===== src/rtl/codec_init_seq_pkg.sv =====
// Shared types and constants for the codec power-up configuration sequencer.
package codec_init_seq_pkg;

  localparam int unsigned BYTE_W  = 8;
  localparam int unsigned ENTRY_W = 16;

  // Register address that marks a timed-delay entry instead of an i2c write
  localparam logic [BYTE_W-1:0] DELAY_REG = 8'hFF;

  typedef enum logic [3:0] {
    ST_IDLE      = 4'd0,
    ST_FETCH     = 4'd1,
    ST_DELAY     = 4'd2,
    ST_SEND_DEV  = 4'd3,
    ST_SEND_REG  = 4'd4,
    ST_SEND_DATA = 4'd5,
    ST_WAIT_IDLE = 4'd6,
    ST_BACKOFF   = 4'd7,
    ST_DONE      = 4'd8,
    ST_ERROR     = 4'd9
  } seq_state_e;

  // One table entry: [15:8] register address, [7:0] data (or delay units)
  typedef struct packed {
    logic [BYTE_W-1:0] reg_addr;
    logic [BYTE_W-1:0] data;
  } rom_entry_t;

  // True when the entry is a delay rather than a register write
  function automatic logic is_delay(input rom_entry_t e);
    return e.reg_addr == DELAY_REG;
  endfunction

  // Address byte for a write transaction: 7-bit address followed by R/W=0
  function automatic logic [BYTE_W-1:0] dev_write_byte(input logic [6:0] addr);
    return {addr, 1'b0};
  endfunction

endpackage


===== src/rtl/codec_init_rom.sv =====
// Codec bring-up table: combinational case ROM of {reg, data} entries.
module codec_init_rom
  import codec_init_seq_pkg::*;
#(
  parameter int unsigned IDX_W = 4
) (
  input  logic [IDX_W-1:0]   idx,
  output logic [ENTRY_W-1:0] entry
);

  // Table lookup; unused indices read as a zero-length delay
  always_comb begin
    entry = {DELAY_REG, 8'h00};
    case (32'(idx))
      32'd0:  entry = 16'h25AA;
      32'd1:  entry = 16'h2655;
      32'd2:  entry = 16'hFF02;  // settle 2 units after clock setup
      32'd3:  entry = 16'h2733;
      32'd4:  entry = 16'h2800;
      32'd5:  entry = 16'h2901;
      32'd6:  entry = 16'hFF05;  // analog bias ramp
      32'd7:  entry = 16'h2A10;
      32'd8:  entry = 16'h2B10;
      32'd9:  entry = 16'h2C3F;
      32'd10: entry = 16'h2D3F;
      32'd11: entry = 16'h2E01;
      32'd12: entry = 16'hFF01;
      32'd13: entry = 16'h2F80;
      32'd14: entry = 16'h3001;
      32'd15: entry = 16'h3101;
      default: entry = {DELAY_REG, 8'h00};
    endcase
  end

endmodule


===== src/rtl/codec_init_seq.sv =====
// Power-up sequencer: walks the codec table and feeds each write byte-by-byte
// into the i2c byte engine, with timed delays and NACK retry/backoff.
module codec_init_seq
  import codec_init_seq_pkg::*;
#(
  parameter logic [6:0]  DEV_ADDR    = 7'h38,
  parameter int unsigned N_ENTRIES   = 16,
  parameter int unsigned IDX_W       = 4,
  parameter int unsigned DELAY_TICKS = 25000,
  parameter int unsigned MAX_RETRY   = 3,
  parameter int unsigned RETRY_GAP   = 1000
) (
  input  logic              clk,
  input  logic              reset_n,
  input  logic              start,
  output logic [BYTE_W-1:0] i2c_din,
  output logic              i2c_load,
  output logic              i2c_stop,
  input  logic              i2c_ready,
  input  logic              i2c_idle,
  input  logic              i2c_nack,
  output logic              busy,
  output logic              done,
  output logic              error,
  output logic [IDX_W-1:0]  entry_idx
);

  localparam int unsigned TICK_MAX = (DELAY_TICKS > RETRY_GAP) ? DELAY_TICKS : RETRY_GAP;
  localparam int unsigned TICK_W   = $clog2(TICK_MAX + 1);
  localparam int unsigned RETRY_W  = (MAX_RETRY < 1) ? 1 : $clog2(MAX_RETRY + 1);

  localparam logic [IDX_W-1:0]   LAST_IDX        = IDX_W'(N_ENTRIES - 1);
  localparam logic [TICK_W-1:0]  TICK_LAST_DELAY = TICK_W'(DELAY_TICKS - 1);
  localparam logic [TICK_W-1:0]  TICK_LAST_GAP   = TICK_W'(RETRY_GAP - 1);
  localparam logic [RETRY_W-1:0] RETRY_LIMIT     = RETRY_W'(MAX_RETRY);
  localparam logic [BYTE_W-1:0]  DEV_BYTE        = dev_write_byte(DEV_ADDR);

  seq_state_e          state_q, state_d;
  logic [IDX_W-1:0]    idx_q, idx_d;
  logic [RETRY_W-1:0]  retry_q, retry_d;
  logic [BYTE_W-1:0]   unit_q, unit_d;
  logic [TICK_W-1:0]   tick_q, tick_d;
  logic                abort_q, abort_d;
  logic                load_dly_q;

  logic [BYTE_W-1:0]   din_q, din_d;
  logic                load_q, load_d;
  logic                stop_q, stop_d;
  logic                busy_q, busy_d;
  logic                done_q, done_d;
  logic                error_q, error_d;

  logic [ENTRY_W-1:0]  rom_word;
  rom_entry_t          entry_c;
  logic                load_block;
  logic                can_load;

  codec_init_rom #(
    .IDX_W (IDX_W)
  ) u_rom (
    .idx   (idx_q),
    .entry (rom_word)
  );

  assign entry_c = rom_entry_t'(rom_word);

  // Engine drops ready only after it sees a load, so ready is stale for the
  // load cycle and the one after it
  assign load_block = load_q | load_dly_q;
  assign can_load   = i2c_ready & ~load_block & ~i2c_nack;

  // State, counter and output registers
  always_ff @(posedge clk or negedge reset_n) begin
    if (!reset_n) begin
      state_q    <= ST_IDLE;
      idx_q      <= '0;
      retry_q    <= '0;
      unit_q     <= '0;
      tick_q     <= '0;
      abort_q    <= 1'b0;
      load_dly_q <= 1'b0;
      din_q      <= '0;
      load_q     <= 1'b0;
      stop_q     <= 1'b0;
      busy_q     <= 1'b0;
      done_q     <= 1'b0;
      error_q    <= 1'b0;
    end else begin
      state_q    <= state_d;
      idx_q      <= idx_d;
      retry_q    <= retry_d;
      unit_q     <= unit_d;
      tick_q     <= tick_d;
      abort_q    <= abort_d;
      load_dly_q <= load_q;
      din_q      <= din_d;
      load_q     <= load_d;
      stop_q     <= stop_d;
      busy_q     <= busy_d;
      done_q     <= done_d;
      error_q    <= error_d;
    end
  end

  // Next-state: table walk, delay/backoff counting and NACK retry decisions
  always_comb begin
    state_d = state_q;
    idx_d   = idx_q;
    retry_d = retry_q;
    unit_d  = unit_q;
    tick_d  = tick_q;
    abort_d = abort_q;

    case (state_q)
      ST_IDLE, ST_DONE, ST_ERROR: begin
        if (start) begin
          state_d = ST_FETCH;
          idx_d   = '0;
          retry_d = '0;
          abort_d = 1'b0;
        end
      end

      ST_FETCH: begin
        if (is_delay(entry_c)) begin
          state_d = ST_DELAY;
          unit_d  = entry_c.data;
          tick_d  = '0;
        end else begin
          state_d = ST_SEND_DEV;
        end
      end

      ST_DELAY: begin
        if (unit_q == '0) begin
          if (idx_q == LAST_IDX) begin
            state_d = ST_DONE;
          end else begin
            idx_d   = idx_q + IDX_W'(1);
            state_d = ST_FETCH;
          end
        end else if (tick_q == TICK_LAST_DELAY) begin
          tick_d = '0;
          if (unit_q == BYTE_W'(1)) begin
            if (idx_q == LAST_IDX) begin
              state_d = ST_DONE;
            end else begin
              idx_d   = idx_q + IDX_W'(1);
              state_d = ST_FETCH;
            end
          end else begin
            unit_d = unit_q - BYTE_W'(1);
          end
        end else begin
          tick_d = tick_q + TICK_W'(1);
        end
      end

      ST_SEND_DEV, ST_SEND_REG, ST_SEND_DATA: begin
        if (i2c_nack) begin
          if (retry_q == RETRY_LIMIT) begin
            state_d = ST_ERROR;
          end else begin
            retry_d = retry_q + RETRY_W'(1);
            abort_d = 1'b1;
            state_d = ST_WAIT_IDLE;
          end
        end else if (can_load) begin
          case (state_q)
            ST_SEND_DEV: state_d = ST_SEND_REG;
            ST_SEND_REG: state_d = ST_SEND_DATA;
            default: begin
              state_d = ST_WAIT_IDLE;
              abort_d = 1'b0;
            end
          endcase
        end
      end

      ST_WAIT_IDLE: begin
        if (!abort_q && i2c_nack) begin
          if (retry_q == RETRY_LIMIT) begin
            state_d = ST_ERROR;
          end else begin
            retry_d = retry_q + RETRY_W'(1);
            abort_d = 1'b1;
          end
        end else if (i2c_idle && !load_block) begin
          if (abort_q) begin
            abort_d = 1'b0;
            tick_d  = '0;
            state_d = ST_BACKOFF;
          end else begin
            retry_d = '0;
            if (idx_q == LAST_IDX) begin
              state_d = ST_DONE;
            end else begin
              idx_d   = idx_q + IDX_W'(1);
              state_d = ST_FETCH;
            end
          end
        end
      end

      ST_BACKOFF: begin
        if (tick_q == TICK_LAST_GAP) begin
          tick_d  = '0;
          state_d = ST_SEND_DEV;
        end else begin
          tick_d = tick_q + TICK_W'(1);
        end
      end

      default: state_d = ST_IDLE;
    endcase
  end

  // Outputs: byte/load/stop for the engine and status flags, registered
  always_comb begin
    din_d  = din_q;
    load_d = 1'b0;
    stop_d = 1'b0;

    if (can_load) begin
      case (state_q)
        ST_SEND_DEV: begin
          din_d  = DEV_BYTE;
          load_d = 1'b1;
        end
        ST_SEND_REG: begin
          din_d  = entry_c.reg_addr;
          load_d = 1'b1;
        end
        ST_SEND_DATA: begin
          din_d  = entry_c.data;
          load_d = 1'b1;
          stop_d = 1'b1;
        end
        default: ;
      endcase
    end

    busy_d  = !(state_d inside {ST_IDLE, ST_DONE, ST_ERROR});
    done_d  = (state_d == ST_DONE);
    error_d = (state_d == ST_ERROR);
  end

  assign i2c_din   = din_q;
  assign i2c_load  = load_q;
  assign i2c_stop  = stop_q;
  assign busy      = busy_q;
  assign done      = done_q;
  assign error     = error_q;
  assign entry_idx = idx_q;

endmodule


===== config.mk =====
export PLATFORM = sky130hd
export DESIGN_NAME = codec_init_seq
export DESIGN_NICKNAME = d
export VERILOG_FILES = /design/src/rtl/codec_init_seq_pkg.sv /design/src/rtl/codec_init_rom.sv /design/src/rtl/codec_init_seq.sv
export SDC_FILE = /design/constraint.sdc
export NUM_CORES = 1
export LEC_CHECK = 0
export BUFFER_PORTS_ARGS = -buffer_cell sky130_fd_sc_hd__buf_2
export CORE_MARGIN = 8
export CORE_UTILIZATION = 52
export CTS_CLUSTER_SIZE = 25
export DETAILED_ROUTE_END_ITERATION = 16
export GPL_ROUTABILITY_DRIVEN = 0
export PLACE_DENSITY = 0.69
export SYNTH_ARGS = -nofsm -noshare
export SYNTH_HDL_FRONTEND = slang
export SYNTH_SLANG_ARGS = --single-unit

===== constraint.sdc =====
create_clock -name clk -period 3.1 [get_ports clk]
set_clock_uncertainty 0.15 [all_clocks]
set_input_delay 0.31 -clock clk [delete_from_list [all_inputs] [get_ports clk]]
set_output_delay 0.31 -clock clk [all_outputs]
set_load 0.005 [all_outputs]

==> metrics.txt <==
outcome=completed; total power=3.196 mW; Die H=95.69 um; CORE AREA=6241 sq um; Worst Setup Path Type=reg2reg; Psw=1.502 mW; Hold Fails Final Rpt=0; Internal Power=1.694 mW; post-synthesis sequential area ratio=36.38%; cells after synthesis=401; largest net degree at the start of global routing=49; P&R area growth vs syn=8.829%; fraction of layout instances using a drive strength above 1=13.78%; #FFs+latches synth=48; Unique masters post-synth=65; Peak VDD IR=0.4450 mV; Worst Setup Start Kind=flop; vias in the first global route=2,859; MaxCap Viol Count=0; IO Port Bufs=22; GRT Util Overall=18.11%; Reg clk slew, reported paths=90 ps; CTS sink cnt=48; syn_area_per_cell=8.234 sq um; DR WL/cell=16.06 um; Crit path largest cell delay=510 ps; Sw Share=47.00%; final setup violating endpoints=0; Synthesis Warnings=0; I/O pin cnt=23; final critical-path required period=2875 ps; TritonCTS Buffers=5; pre-CTS setup slack=187.0 ps; Buf/Inv on CP=2; CTS Buffer Depth=2; clock latency on the worst-skew pair=300 ps; DR vias=3,039; initial DRC count=197; Pwr per Cell Area=889.5 nW/um^2; Critical Path RT=3150 ps; Mapped Area=3302 sq um; vias per inst=6.102; initial antenna violation count=0; HPWL after DPL=5845 um; Post-synth EDFFs=0; diodes inserted=0; worst rel slew slack=28.28%; Clk pwr share=12.3%; hold crit path type=in2async; Pleak=1.514 nW; Initial Utilization=52.91%; final period utilization=92.75%; Setup TNS=0 ps; Critical Path Sink Type=flop; Clock H-tree levels=2; syn nets=418; Seq pwr share=31.6%; CP most frequent cell=inv_1; Worst Path Max Fanout=12; Post-route DRC=0; CP Data Arrival Time=2920 ps; Slowest-stage cell, CP=mux4_2; # rows=29; die area=9156 sq um; ANT nets after route=0; minimum hold slack=36.40 ps; final worst slack=224.8 ps; RSZ-0062 raised after global routing=no; cts repair resizes=0; drt pass-1 iters=5; worst-path cell chain=inv_1 > ha_1 > inv_1 > mux4_2 > nor4b_4 > o211ai_4 > or2_4 > o41ai_1; Slew @ Worst Pin=1076 ps; Slew Viols, Final=0; fin nets=437; hold_buf cts=0; setup bufs post-CTS=0; first-pass GRT wire length=13,500 um; Combinational Power Share=56.2%; grt ovf=0; kind of cell adding the most delay to the critical path=simple AND/OR/NAND/NOR gates; Die Wd=95.69 um; root buffer cell=clkbuf_8; top_reg_cell synth=dfrtp_1; Async SR Flop Fraction=100.0%; TritonCTS clock tree=yes; Fmax=347.8 MHz; drt total wl=7997 um
through the flow:
stage / instance area (sq um) / utilization [%] / std cells
global route: 3593 / 57.58 / 498
CTS: 3585 / 57.44 / 498
global placement: 3492 / 55.95 / 490
detailed placement: 3492 / 55.95 / 490
floorplan: 3302 / - / 401
finish: 3593 / 57.58 / 498
path summary, 6_finish.rpt:
path | slack [ps] | from | depth (start not counted) | endpoint
min | 40 | reset_n | 1 | entry_idx[2]$_DFFE_PN0P_
min reg2reg | 320 | i2c_load$_DFF_PN0_ | 0 | load_dly_q$_DFF_PN0_
min in group clk | 290 | i2c_nack | 2 | abort_q$_DFFE_PN0P_
max in group asynchronous | 2090 | reset_n | 1 | abort_q$_DFFE_PN0P_
max | 220 | entry_idx[1]$_DFFE_PN0P_ | 8 | tick_q[5]$_DFFE_PN0P_
max reg2reg | 220 | entry_idx[1]$_DFFE_PN0P_ | 8 | tick_q[5]$_DFFE_PN0P_
cells in the final DEF (no fill, tap or decap), types with 6 or more instances in the layout:
cell	count
a21oi_1	27
buf_2	22
buf_4	9
clkbuf_8	6
dfrtp_1	48
ha_1	11
inv_1	13
nand2_1	53
nand2b_1	14
nand3_1	18
nor2_1	32
nor2b_1	6
nor3_1	15
o21ai_0	20
o21ai_1	22
Yosys cell counts, drive strengths merged (2+ instances only):
master / number / area (sq um)
nand2: 53 / 198.9
dfrtp: 48 / 1201
o21ai: 42 / 210.2
nor2: 32 / 120.1
a21oi: 27 / 135.1
nand3: 18 / 90.09
inv: 16 / 60.06
nor3: 16 / 85.08
nand2b: 14 / 87.58
clkbuf: 12 / 45.04
ha: 11 / 137.6
buf: 7 / 38.79
nor2b: 6 / 37.54
o211ai: 6 / 50.05
o31ai: 6 / 65.06
a31oi: 5 / 31.28
and3: 5 / 31.28
mux2i: 5 / 50.05
and2: 4 / 25.02
nor4: 4 / 25.02
o22ai: 4 / 25.02
or2: 4 / 27.53
a22o: 3 / 26.28
a22oi: 3 / 22.52
a2bb2oi: 3 / 26.28
nand4: 3 / 18.77
nor3b: 3 / 27.52
o2111ai: 3 / 26.28
o221ai: 3 / 26.28
a211oi: 2 / 15.01
a32o: 2 / 20.02
and4: 2 / 17.52
nand3b: 2 / 15.01
nand4bb: 2 / 22.52
nor4bb: 2 / 20.02
o41ai: 2 / 17.52
or4: 2 / 15.01
xor2: 2 / 17.52
power groups by stage:
| stage | Clock [mW] | Combinational [mW] | Sequential, mW |
|---|---|---|---|
| 2_1_floorplan | 0 | 1.37 | 0.952 |
| 3_3_place_gp | 0 | 1.74 | 1.01 |
| 3_5_place_dp | 0 | 1.77 | 1.01 |
| 4_1_cts | 0.407 | 1.78 | 1.00 |
| 5_1_grt | 0.426 | 2.00 | 1.04 |
| 6_report | 0.392 | 1.80 | 1.01 |
cell families after synthesis:
family	after synthesis	synth area share, %
adder cells (fa/ha/maj)	11	4.168
multiplexers	7	2.539
AO/OA/AOI/OAI	122	24.29
flip-flops	48	36.38
XOR/XNOR	2	0.5306
buffers and inverters	35	4.358
AND/OR/NAND/NOR	176	27.74
layout make-up:
type / instances / area (sq um)
Clock inverter: 2 / 10.01
Inverter: 16 / 60.06
Clock buffer: 6 / 82.58
Tap cell: 77 / 96.34
Timing Repair Buffer: 31 / 177.7
Sequential cell: 48 / 1201
Multi-Input combinational cell: 318 / 1966
Fill cell: 568 / 2648
worst register-to-register path, delay by kind of cell, from the launching register on:
kind / cells / cell delay, ps
compound gates: 2 / 440
fa+ha+maj: 1 / 340
buf+inv: 2 / 170
flops: 1 / 400
mux: 1 / 510
simple gates: 2 / 750
sequential cells by signal, indices dropped and copies added (netlist names):
name and count:
i2c_stop 1, tick_q 15, error 1, abort_q 1, busy 1, entry_idx 4
i2c_load 1, unit_q 8, done 1, retry_q 2, i2c_din 8, state_q 4
load_dly_q 1
routing by layer:
metal / up-vias / share of wire, % / track usage (%)
met5: - / 0 / 0
met4: 0 / 1.6 / 6.146
met3: 8 / 5.0 / 3.150
met2: 77 / 47 / 29.14
met1: 1450 / 46 / 23.94
li1: 1504 / - / -
Power figures use the tool's default switching activity.
